### src/rtl/axi_read_arbiter_if.sv
// AXI4-lite read channel (AR + R) shared between the arbiter and the external slave.
interface axi_read_arbiter_if;
    logic        arvalid;
    logic        arready;
    logic [31:0] araddress;
    logic [2:0]  arprot;
    logic        rvalid;
    logic        rready;
    logic [31:0] rdata;
    logic [1:0]  rresp;

    modport master (
        output arvalid, araddress, arprot, rready,
        input  arready, rvalid, rdata, rresp
    );

    modport slave (
        input  arvalid, araddress, arprot, rready,
        output arready, rvalid, rdata, rresp
    );
endinterface

### src/rtl/axi_read_arbiter.sv
// Shares one AXI4-lite read channel between instruction fetch and data load,
// one transaction at a time, with round-robin tie breaking and a sticky error trap.
module axi_read_arbiter #(
    parameter logic [2:0] INSTR_PROT = 3'b101,
    parameter logic [2:0] DATA_PROT  = 3'b000
) (
    input  logic                       clk,
    input  logic                       reset,
    input  logic                       i_valid,
    input  logic [31:0]                i_addr,
    output logic                       i_ready,
    output logic                       i_rvalid,
    output logic [31:0]                i_rdata,
    output logic                       i_err,
    input  logic                       d_valid,
    input  logic [31:0]                d_addr,
    output logic                       d_ready,
    output logic                       d_rvalid,
    output logic [31:0]                d_rdata,
    output logic                       d_err,
    axi_read_arbiter_if.master         axi,
    output logic                       busy,
    output logic                       trap,
    output logic [1:0]                 trap_code
);

    typedef enum logic [1:0] {IDLE, ADDR, DATA} state_t;

    localparam logic PORT_I = 1'b0;
    localparam logic PORT_D = 1'b1;

    state_t      state_q, state_d;
    logic        last_grant_q, last_grant_d;
    logic        owner_q, owner_d;
    logic        arvalid_q, arvalid_d;
    logic [31:0] araddr_q, araddr_d;
    logic [2:0]  arprot_q, arprot_d;
    logic        rready_q, rready_d;
    logic        i_ready_q, i_ready_d;
    logic        d_ready_q, d_ready_d;
    logic        i_rvalid_q, i_rvalid_d;
    logic        d_rvalid_q, d_rvalid_d;
    logic [31:0] i_rdata_q, i_rdata_d;
    logic [31:0] d_rdata_q, d_rdata_d;
    logic        i_err_q, i_err_d;
    logic        d_err_q, d_err_d;
    logic        trap_q, trap_d;
    logic        grant;

    always_comb begin
        state_d      = state_q;
        last_grant_d = last_grant_q;
        owner_d      = owner_q;
        arvalid_d    = arvalid_q;
        araddr_d     = araddr_q;
        arprot_d     = arprot_q;
        rready_d     = rready_q;
        i_ready_d    = 1'b0;
        d_ready_d    = 1'b0;
        i_rvalid_d   = 1'b0;
        d_rvalid_d   = 1'b0;
        i_rdata_d    = i_rdata_q;
        d_rdata_d    = d_rdata_q;
        i_err_d      = i_err_q;
        d_err_d      = d_err_q;
        trap_d       = trap_q;
        // On a tie the port that did not win last time gets the grant.
        grant        = (i_valid && d_valid) ? ~last_grant_q : d_valid;

        case (state_q)
            IDLE: begin
                if (i_valid || d_valid) begin
                    owner_d      = grant;
                    last_grant_d = grant;
                    araddr_d     = (grant == PORT_D) ? d_addr : i_addr;
                    arprot_d     = (grant == PORT_D) ? DATA_PROT : INSTR_PROT;
                    arvalid_d    = 1'b1;
                    i_ready_d    = (grant == PORT_I);
                    d_ready_d    = (grant == PORT_D);
                    state_d      = ADDR;
                end
            end
            ADDR: begin
                if (axi.arready) begin
                    arvalid_d = 1'b0;
                    rready_d  = 1'b1;
                    state_d   = DATA;
                end
            end
            DATA: begin
                if (axi.rvalid) begin
                    rready_d = 1'b0;
                    if (owner_q == PORT_D) begin
                        d_rdata_d  = axi.rdata;
                        d_err_d    = axi.rresp[1];
                        d_rvalid_d = 1'b1;
                    end else begin
                        i_rdata_d  = axi.rdata;
                        i_err_d    = axi.rresp[1];
                        i_rvalid_d = 1'b1;
                    end
                    if (axi.rresp[1]) begin
                        trap_d = 1'b1;
                    end
                    state_d = IDLE;
                end
            end
            default: state_d = IDLE;
        endcase
    end

    // Reset favours the instruction port on the first tie by recording data as last winner.
    always_ff @(posedge clk or negedge reset) begin
        if (!reset) begin
            state_q      <= IDLE;
            last_grant_q <= PORT_D;
            owner_q      <= PORT_I;
            arvalid_q    <= 1'b0;
            araddr_q     <= '0;
            arprot_q     <= '0;
            rready_q     <= 1'b0;
            i_ready_q    <= 1'b0;
            d_ready_q    <= 1'b0;
            i_rvalid_q   <= 1'b0;
            d_rvalid_q   <= 1'b0;
            i_rdata_q    <= '0;
            d_rdata_q    <= '0;
            i_err_q      <= 1'b0;
            d_err_q      <= 1'b0;
            trap_q       <= 1'b0;
        end else begin
            state_q      <= state_d;
            last_grant_q <= last_grant_d;
            owner_q      <= owner_d;
            arvalid_q    <= arvalid_d;
            araddr_q     <= araddr_d;
            arprot_q     <= arprot_d;
            rready_q     <= rready_d;
            i_ready_q    <= i_ready_d;
            d_ready_q    <= d_ready_d;
            i_rvalid_q   <= i_rvalid_d;
            d_rvalid_q   <= d_rvalid_d;
            i_rdata_q    <= i_rdata_d;
            d_rdata_q    <= d_rdata_d;
            i_err_q      <= i_err_d;
            d_err_q      <= d_err_d;
            trap_q       <= trap_d;
        end
    end

    assign axi.arvalid   = arvalid_q;
    assign axi.araddress = araddr_q;
    assign axi.arprot    = arprot_q;
    assign axi.rready    = rready_q;
    assign i_ready       = i_ready_q;
    assign d_ready       = d_ready_q;
    assign i_rvalid      = i_rvalid_q;
    assign d_rvalid      = d_rvalid_q;
    assign i_rdata       = i_rdata_q;
    assign d_rdata       = d_rdata_q;
    assign i_err         = i_err_q;
    assign d_err         = d_err_q;
    assign busy          = (state_q != IDLE);
    assign trap          = trap_q;
    assign trap_code     = 2'b00;

endmodule

### src/flat_wrapper.sv
// flat-port wrapper written by rule: the top's interface ports become plain ports
module axi_read_arbiter_flat 
#(
    parameter logic [2:0] INSTR_PROT = 3'b101,
    parameter logic [2:0] DATA_PROT  = 3'b000
)
  (clk, reset, i_valid, i_addr, i_ready, i_rvalid, i_rdata, i_err, d_valid, d_addr, d_ready, d_rvalid, d_rdata, d_err, busy, trap, trap_code, axi_arvalid, axi_araddress, axi_arprot, axi_rready, axi_arready, axi_rvalid, axi_rdata, axi_rresp);
  axi_read_arbiter_if axi_i ();
  input  logic clk;
  input  logic reset;
  input  logic i_valid;
  input  logic [31:0] i_addr;
  output logic i_ready;
  output logic i_rvalid;
  output logic [31:0] i_rdata;
  output logic i_err;
  input  logic d_valid;
  input  logic [31:0] d_addr;
  output logic d_ready;
  output logic d_rvalid;
  output logic [31:0] d_rdata;
  output logic d_err;
  output logic busy;
  output logic trap;
  output logic [1:0] trap_code;
  output wire logic [$bits(axi_i.arvalid)-1:0] axi_arvalid;
  output wire logic [$bits(axi_i.araddress)-1:0] axi_araddress;
  output wire logic [$bits(axi_i.arprot)-1:0] axi_arprot;
  output wire logic [$bits(axi_i.rready)-1:0] axi_rready;
  input wire logic [$bits(axi_i.arready)-1:0] axi_arready;
  input wire logic [$bits(axi_i.rvalid)-1:0] axi_rvalid;
  input wire logic [$bits(axi_i.rdata)-1:0] axi_rdata;
  input wire logic [$bits(axi_i.rresp)-1:0] axi_rresp;
  assign axi_arvalid = axi_i.arvalid;
  assign axi_araddress = axi_i.araddress;
  assign axi_arprot = axi_i.arprot;
  assign axi_rready = axi_i.rready;
  assign axi_i.arready = axi_arready;
  assign axi_i.rvalid = axi_rvalid;
  assign axi_i.rdata = axi_rdata;
  assign axi_i.rresp = axi_rresp;
  axi_read_arbiter #(.INSTR_PROT(INSTR_PROT), .DATA_PROT(DATA_PROT)) u_core (.clk(clk), .reset(reset), .i_valid(i_valid), .i_addr(i_addr), .i_ready(i_ready), .i_rvalid(i_rvalid), .i_rdata(i_rdata), .i_err(i_err), .d_valid(d_valid), .d_addr(d_addr), .d_ready(d_ready), .d_rvalid(d_rvalid), .d_rdata(d_rdata), .d_err(d_err), .axi(axi_i), .busy(busy), .trap(trap), .trap_code(trap_code));
endmodule
### config.mk
export PLATFORM = sky130hd
export DESIGN_NAME = axi_read_arbiter_flat
export DESIGN_NICKNAME = d
export VERILOG_FILES = /design/src/rtl/axi_read_arbiter_if.sv /design/src/rtl/axi_read_arbiter.sv /design/src/flat_wrapper.sv
export SDC_FILE = /design/constraint.sdc
export NUM_CORES = 1
export LEC_CHECK = 0
export CORE_MARGIN = 2
export CORE_UTILIZATION = 25
export CTS_CLUSTER_SIZE = 8
export DETAILED_ROUTE_END_ITERATION = 10
export PLACE_DENSITY_LB_ADDON = 0.08
export SYNTH_ARGS = -nofsm -noshare
export SYNTH_HDL_FRONTEND = slang
export SYNTH_SLANG_ARGS = --single-unit
### constraint.sdc
create_clock -name clk -period 1.45 [get_ports clk]
set_input_delay 0.29 -clock clk [delete_from_list [all_inputs] [get_ports clk]]
set_output_delay 0.29 -clock clk [all_outputs]
set_load 0.01 [all_outputs]
==> Word-level counts from Yosys, hierarchy flattened <==
Index checks and enable logic that the tools add are counted.
{ "op_classes": {"addsub": 0, "mul": 0, "div": 0, "n_lt_le_gt_ge": 0, "n_eq_ne": 5, "shift": 0, "n_mux": 23, "n_bitwise": 3, "n_reduce_logical": 13} }
{ "ops": {"columns": ["operator", "count"], "rows": [
  ["two-way mux 32 bit", 1],
  ["AND reduction 3 bit", 6],
  ["two-way mux 1 bit", 15],
  ["two-way mux 2 bit", 3],
  ["case mux 2 bit (3 select lines)", 1],
  ["nonzero test 2 bit", 3],
  ["inequality test 2 bit, second input constant", 2],
  ["case mux 1 bit (2 select lines)", 2],
  ["two-way mux 3 bit", 1],
  ["NOT 1 bit", 3],
  ["equality test 2 x 1 -> 1 bit, second input constant", 1],
  ["equality test 2 bit, second input constant", 1],
  ["zero test 2 bit", 1],
  ["inequality test 2 x 1 -> 1 bit, second input constant", 1],
  ["AND reduction 2 bit", 1],
  ["logical AND 1 bit", 1],
  ["logical OR 1 bit", 1]
]} }
{ "word_totals": {"register_bits": 112, "latchBits": 0, "mem_bits_rw": 0, "romBits": 0, "in_bits": 104, "out_inout_bits": 111, "word_cells": 60, "mem_count": 0} }

==> Longest topological paths before layout <==
Gate-level depths: netlist of run 1.
{ "logic_depth": {"word_depth": 5, "ltp_mapped": 6, "mapped_depth_nobuf": 3} }

==> Worst setup path before layout of run 1 <==
OpenSTA, ideal clock, no wires.
{ "synth_timing": {"kind": "register to register", "startpoint": "register u_core.state_q[0]", "endpoint": "register u_core.i_err_q, in the netlist u_core.i_err", "setup_time_ns": 0.125, "t_arrival_ns": 1.483, "required_ns": 1.325, "setup_slack_ns": -0.158, "stages_incl_launch_ff": 5, "n_path_buf": 1, "period_less_slack_ns": 1.608, "cell_sequence": "dfrtp_1 -> nand2b_1 -> nor3_4 -> buf_12 -> mux2_4"} }
{ "synth_between": {"elab_chain_cells": 2} }
{ "synth_rtl": {"columns": ["item", "line", "text"], "rows": [
  ["start: declaration", "axi_read_arbiter.sv:32", "state_t state_q, state_d;"],
  ["start signal: assignment", "axi_read_arbiter.sv:132", "state_q <= state_d;"],
  ["equality test 2 bit", "axi_read_arbiter.sv:70", "case (state_q)"],
  ["AND reduction 3 bit (no line)", null, null],
  ["end signal: assignment", "axi_read_arbiter.sv:145", "i_err_q <= i_err_d;"],
  ["end: declaration", "axi_read_arbiter.sv:45", "logic i_err_q, i_err_d;"]
]} }
Every way passes these cells.
A chain may end at the register's enable or synchronous reset.

==> Final worst setup path of run 1 <==
{ "layout_timing": {"startpoint": "register u_core.state_q[0]", "endpoint": "register u_core.d_rdata_q[16], in the netlist u_core.d_rdata[16]"} }
{ "layout_between": {"elab_chain_cells": 2} }
{ "layout_rtl": {"columns": ["item", "line", "text"], "rows": [
  ["equality test 2 bit", "axi_read_arbiter.sv:70", null],
  ["AND reduction 3 bit (no line)", null, null],
  ["end signal: assignment", "axi_read_arbiter.sv:144", "d_rdata_q <= d_rdata_d;"],
  ["end: declaration", "axi_read_arbiter.sv:44", "logic [31:0] d_rdata_q, d_rdata_d;"]
]} }
Every way passes these cells.

==> out/qor.json, run 1 <==
{
  "cts_root_buf": "clkbuf_16",
  "drt_pass1_iterations": 4,
  "critical_path_endpoint_category": "flip-flop",
  "avgViaCountPerCell": 4.460,
  "timing_max_transition_violations_final": 0,
  "die_x_um": 139.0,
  "power-per-cell-area_nw_per_um2": 1931,
  "drive_gt1_frac": 0.2505,
  "timing.critical_path.required_ns": 1.68,
  "asyncSetResetFlopFracSynth": 1.000,
  "cp_slowest_cell": "dfrtp_2",
  "die_y_um": 139.0,
  "tritoncts.num_buffers": 9,
  "failed_checks": "negative setup slack",
  "route.final.wire_length_um": 14120,
  "synth_area_um2": 4556,
  "critPathTopFamily": "buffers and inverters",
  "timing.setup.critical_path_class": "reg2reg",
  "core_region_area_um2": 17900,
  "synth-edff-count": 0,
  "intPower_w": 0.01034,
  "outcome": "finished, violations left",
  "first_pass_grt_wire_length_um": 21430,
  "final.setup.worst_slack_ns": -0.1799,
  "power.share.switching": 0.3149,
  "overflow_left_after_global_routing": 0,
  "placement.io_buffers": 210,
  "cp_max_fo": 4,
  "ctsHtreeMaxLevel": 3,
  "net-switching-power_w": 0.004752,
  "via_count": 3461,
  "routedWlPerCell_um": 18.19,
  "grt_pass1_vias": 3581,
  "postLayoutCellArea_um2": 7816,
  "crit_path_max_incr_delay_ns": 0.41,
  "post_synthesis_instance_total": 296,
  "critPathBufInv": 2,
  "max-vdd-ir-drop_mv": 0.8115,
  "dpl.cell_count": 736,
  "ys_seq_elements": 110,
  "synth_top_flop_cell": "dfrtp_1",
  "worstSetupStartpointType": "flip-flop",
  "dr.first_iter.drc_count": 76,
  "clkLatencyLatePin_ns": 0.35,
  "power_frac_comb": 0.477,
  "insertedDiodeCount": 0,
  "synth_top_area_share": 0.5987,
  "finish.net_count": 646,
  "worst_ep_arrival_time_ns": 1.86,
  "synth.avg_cell_area_um2": 15.39,
  "die-area_um2": 19320,
  "fin_skew_ns": 0.007027,
  "yosysMostFrequentCell": "dfrtp_1",
  "drv_cap": 0,
  "power.clock.fraction": 0.174,
  "power.leakage_nw": 3.753,
  "synth-seq-area-share": 0.6045,
  "clock.fmax_mhz": 613.5,
  "global_route.usage.total": 0.1436,
  "areaGrowthSynthToFinish_pct": 71.57,
  "cts.clk_slew.worst_paths_ns": 0.07,
  "fin_cells": 776,
  "std_cell_rows": 49,
  "timing_hold_violations_final": 0,
  "rsz0062_at_grt": "yes",
  "layout_min_cycle_time_ns": 1.630,
  "path_cells": "buf_6, and3b_2, nand2_4, bufbuf_16, mux2_1",
  "cts-root-to-sink-buffers": 2,
  "antenna_left": 0,
  "cts_tree": "built",
  "worst_r2r_startpoint": "u_core.state_q[0]",
  "antenna_found_initial": 0,
  "clock_sinks": 110,
  "drc": 0,
  "setup_tns_ns": -10.98,
  "setup_viol": 98,
  "largest_net_degree_at_the_start_of_global_routing": 38,
  "netlist_top_cells_count": "dfrtp_1 (109), a21boi_0 (31), a221o_1 (31), mux2_1 (29), mux2_4 (29)",
  "synth.largest_area_cell": "dfrtp_1",
  "ys_warn_count": 0,
  "dpl_cell_area_um2": 7056,
  "place.detailed.hpwl_um": 9278,
  "fin_crit_sh": 1.124,
  "ioPinCount": 215,
  "sequential_power_share": 0.349,
  "critPathLaunch": "u_core.state_q[0]",
  "gp_weighted_congestion": 0.7391,
  "hold_path_class": "in2async",
  "synth.distinct_cells": 31,
  "floorplan.initialDensity": 0.2545,
  "netlist_top_cells_area": "dfrtp_1 (60%), mux2_4 (9.6%), mux2_1 (7.2%), a221o_1 (6.8%), a21boi_0 (5.1%)"
}
[power groups by stage]
stage               registers [W]  clock network [W]  logic, W
floorplan                 0.00594                  0   0.00253
global placement          0.00536                  0   0.00711
detailed placement        0.00536                  0   0.00718
CTS                       0.00527            0.00274   0.00698
global route              0.00547            0.00286   0.00771
finish                    0.00527            0.00262   0.00720
[kinds of logic (layout without fill, tap and decap cells)]
family / count (synthesis) / in the layout / synth area share
compound gates: 75 / 75 / 0.1368
buf+inv: 29 / 278 / 0.04944
flops: 110 / 110 / 0.6045
mux: 67 / 67 / 0.1892
other cells: 1 / 3 / 0.0008232
simple gates: 14 / 14 / 0.01923
[repair_timing]
action,CTS,global route
gates cloned,7,2
pin swaps,1,0
hold endpoints to repair,19,0
setup endpoints to repair,205,99
hold buffers,1,0
buffers inserted,10,5
gates resized for setup,144,21
[through the flow]
stage | hold WS [ns] | setup slack (ns) | utilization | power [W]
floorplan | -0.005591 | -0.1165 | - | 0.008474
global placement | 0.2268 | -0.4315 | 0.3941 | 0.01248
detailed placement | 0.2257 | -0.4517 | 0.3941 | 0.01254
CTS | 0.3915 | -0.1961 | 0.4273 | 0.01499
global route | 0.4082 | -0.2338 | 0.4366 | 0.01604
finish | 0.3875 | -0.1799 | 0.4366 | 0.01509
[flip-flops by register name, summed over array words and instances, names as in the netlist, 2 cells and up]
| signal | cells |
|---|---|
| u_core.d_rdata | 32 |
| u_core.axi.araddress | 32 |
| u_core.state_q | 2 |
| u_core.i_rdata | 32 |
[placed cells by master (no fill, tap or decap), types with 3 or more instances in the layout]
cell type / n
dlygate4sd2_1: 107
conb_1: 3
clkbuf_8: 3
clkbuf_16: 11
mux2_1: 4
a21boi_0: 30
mux2_2: 5
nand2_1: 3
a21o_1: 3
a21oi_1: 3
o21ai_0: 3
buf_16: 5
buf_6: 6
mux2_4: 57
buf_12: 16
dfrtp_1: 108
a221o_1: 31
buf_4: 18
clkdlybuf4s50_1: 101
[path summary, 6_finish.rpt]
check,endpoint,slack [ns],cells past startpoint
worst max register to register,u_core.d_rdata[16],-0.18,5
worst min register to register,u_core.trap,0.45,1
max in group asynchronous,u_core.last_grant_q,0.52,3
worst min-delay path,u_core.d_rdata[15],0.39,2
worst max-delay path,u_core.d_rdata[16],-0.18,5
min in group clk,u_core.trap,0.45,1
[final cells by class]
type,instances,area [um^2]
multi-input cells,159,1719
repair buffers,259,2731
clock inverters,2,38.79
flip-flops and latches,110,2755
clock buffers,14,274.0
well taps,229,286.5
fillers,1673,10090
inverters,3,11.26
[routing by layer]
layer | wire length [um] | global-route usage | vias up
met1 | 6293 | 0.1905 | 1744
met3 | 831 | 0.03315 | 12
met5 | 0 | 0 | -
met4 | 244 | 0.05476 | 0
met2 | 6747 | 0.2292 | 119
li1 | - | - | 1586
Power figures use the tool's default switching activity.
==> inputs of run 2 (changes only) <==
- CORE_UTILIZATION: 25 -> 44
- clock period: 1.45 -> 1.9 ns (I/O delays scaled with it)
==> out/qor.json, run 2 (synthesized netlist as in run 1, its figures left out) <==
{
  "gp_weighted_congestion": {"value": 0.7794, "change": "+5.5%"},
  "fin_cells": {"value": 651, "change": "-16%"},
  "finish.net_count": {"value": 615, "change": "-4.8%"},
  "avgViaCountPerCell": {"value": 5.074, "change": "+14%"},
  "dr.first_iter.drc_count": {"value": 133, "change": "+75%"},
  "fin_crit_sh": 0.8802,
  "insertedDiodeCount": {"value": 0, "change": "unchanged"},
  "grt_pass1_vias": {"value": 3541, "change": "-1.1%"},
  "clock_sinks": {"value": 110, "change": "unchanged"},
  "hold_path_class": "reg2reg",
  "mostFrequentLayoutCell": "clkdlybuf4s50_1",
  "first_pass_grt_wire_length": {"value": 17830, "unit": "um", "change": "-17%"},
  "fillerInstances": {"value": 751, "change": "-55%"},
  "cp_max_fo": {"value": 7, "change": "+3"},
  "place.detailed.hpwl": {"value": 8272, "unit": "um", "change": "-11%"},
  "drc": {"value": 0, "change": "unchanged"},
  "tritoncts.num_buffers": {"value": 9, "change": "unchanged"},
  "worst_r2r_startpoint": "u_core.state_q[0]",
  "std_cell_rows": {"value": 37, "change": "-24%"},
  "final_cell_mix": "clkdlybuf4s50_1 (208), dfrtp_1 (107), a21boi_0 (31), a221o_1 (31)",
  "largest_net_degree_at_the_start_of_global_routing": {"value": 35, "change": "-7.9%"},
  "multi_input_area": {"value": 1584, "unit": "um^2", "change": "-7.9%"},
  "power.leakage": {"value": 3.029, "unit": "nW", "change": "-19%"},
  "overflow_left_after_global_routing": {"value": 0, "change": "unchanged"},
  "critical_path_endpoint_category": "output port",
  "ctsHtreeMaxLevel": {"value": 3, "change": "unchanged"},
  "cts-root-to-sink-buffers": {"value": 2, "change": "unchanged"},
  "dpl.cell_count": {"value": 635, "change": "-14%"},
  "setup_viol": {"value": 0, "change": "-100%"},
  "final.setup.worst_slack": {"value": 0.2276, "unit": "ns", "change": "+0.4075 ns"},
  "core_region_area": {"value": 10180, "unit": "um^2", "change": "-43%"},
  "placement.io_buffers": {"value": 210, "change": "unchanged"},
  "ioPinCount": {"value": 215, "change": "unchanged"},
  "timing_max_transition_violations_final": {"value": 0, "change": "unchanged"},
  "rsz0062_at_grt": "no",
  "route.final.wire_length": {"value": 11150, "unit": "um", "change": "-21%"},
  "hp-start": "u_core.trap",
  "pre_cts_slack": {"value": -0.07908, "unit": "ns", "change": "+0.3726 ns"},
  "worst_ep_arrival_time": {"value": 1.29, "unit": "ns", "change": "-0.57 ns"},
  "max-vdd-ir-drop": {"value": 0.7337, "unit": "mV", "change": "-9.6%"},
  "floorplan.initialDensity": {"value": 0.4473, "change": "+0.1928"},
  "postLayoutCellArea": {"value": 7042, "unit": "um^2", "change": "-9.9%"},
  "areaGrowthSynthToFinish_pct": 54.57,
  "dpl_cell_area": {"value": 6859, "unit": "um^2", "change": "-2.8%"},
  "die_x": {"value": 105.8, "unit": "um", "change": "-24%"},
  "clock.fmax_mhz": 597.9,
  "die_y": {"value": 105.8, "unit": "um", "change": "-24%"},
  "drv_cap": {"value": 0, "change": "unchanged"},
  "worstSetupStartpointType": "flip-flop",
  "via_count": {"value": 3303, "change": "-4.6%"},
  "power-per-cell-area": {"value": 1501, "unit": "nW/um^2", "change": "-22%"},
  "postCtsSetupBuffers": {"value": 0, "change": "-10"},
  "timing_hold_violations_final": {"value": 0, "change": "unchanged"},
  "timing.setup.critical_path_class": "reg2out",
  "cts.clk_slew.worst_paths": {"value": 0.11, "unit": "ns", "change": "+0.04 ns"},
  "clkLatencyLatePin": {"value": 0.35, "unit": "ns", "change": "about the same"},
  "layout_min_cycle_time_ns": 1.672,
  "drt_pass1_iterations": {"value": 4, "change": "unchanged"},
  "critPathLaunch": "u_core.state_q[1]",
  "routedWlPerCell": {"value": 17.13, "unit": "um", "change": "-5.8%"},
  "cts_tree": "built",
  "seqCellArea": {"value": 2756, "unit": "um^2", "change": "about the same"},
  "timing.hold.ws": {"value": 0.4830, "unit": "ns", "change": "+0.09555 ns"},
  "antenna_left": {"value": 0, "change": "unchanged"},
  "die-area": {"value": 11180, "unit": "um^2", "change": "-42%"},
  "timing.critical_path.required": {"value": 1.52, "unit": "ns", "change": "-0.16 ns"},
  "cts_root_buf": "clkbuf_8",
  "antenna_found_initial": {"value": 0, "change": "unchanged"},
  "fin_skew": {"value": 0.01376, "unit": "ns", "change": "+0.006734 ns"},
  "drive_gt1_frac": {"value": 0.1456, "change": "-0.1048"},
  "outcome": "finished, final reports clean",
  "global_route.usage.total": {"value": 0.2007, "change": "+0.05708"}
}
-- run 2: changes by cell type in the layout (fill, tap and decap cells not counted), sizes merged --
cell           change
buf               -29
bufbuf             -1
bufinv             -1
clkbuf             -6
clkdlybuf4s50    +107
clkinvlp           +2
dlygate4sd2      -106
inv                +2
-- run 2: where the power goes --
| part | switching (W) | total (W) | leakage (nW) | internal [W] |
|---|---|---|---|---|
| clock network | 0.000800 | 0.00129 | 0.0809 | 0.000488 |
| logic | 0.00191 | 0.00522 | 1.60 | 0.00330 |
| registers | 0.000618 | 0.00406 | 1.35 | 0.00344 |
| total | 0.00333 | 0.0106 | 3.03 | 0.00724 |
-- run 2: final cells by class --
type                            count  area share
Clock buffer                       10     0.01812
Clock inverter                      5    0.006219
Inverter                            3    0.001599
Multi-Input combinational cell    159      0.2249
Sequential cell                   110      0.3914
Tap cell                          136     0.02416
Timing Repair Buffer              228      0.3335
-- run 2: per-layer routing --
| layer | GRT usage | vias up | wire length [um] |
|---|---|---|---|
| met5 | 0 | - | 0 |
| met4 | 0.07425 | 0 | 225 |
| met3 | 0.05257 | 15 | 775 |
| met2 | 0.3244 | 140 | 5384 |
| met1 | 0.2606 | 1637 | 4764 |
| li1 | - | 1511 | - |
-- run 2: worst paths after layout --
check | end | slack, ns | cells after the start
worst max-delay path | busy | 0.23 | 3
worst min-delay path | u_core.trap | 0.48 | 1
worst max register to register | u_core.i_rdata[14] | 0.30 | 4
worst min register to register | u_core.trap | 0.48 | 1
max in group asynchronous | u_core.last_grant_q | 0.80 | 3
min in group asynchronous | u_core.i_rdata[20] | 0.49 | 2
-- run 2: what timing repair did --
| item | in CTS | in global routing |
|---|---|---|
| endpoints found under the hold margin | 27 | 0 |
| hold buffers | 1 | 0 |
| resized for setup | 3 | 0 |
| endpoints found under the setup margin | 1 | 0 |
-- run 2: worst max-delay path, stage by stage (launching register included) --
cell,delay (ns)
dfrtp_2,0.46
nor2_2,0.16
inv_1,0.05
dlygate4sd2_1,0.29
-- run 2: through the flow --
stage	TNS, ns	utilization	power (W)
3_3_place_gp	-1.495	0.6735	0.009251
3_5_place_dp	-1.659	0.6735	0.009382
2_1_floorplan	0	-	0.006451
4_1_cts	0	0.6914	0.01070
6_report	0	0.6914	0.01057
5_1_grt	0	0.6914	0.01117
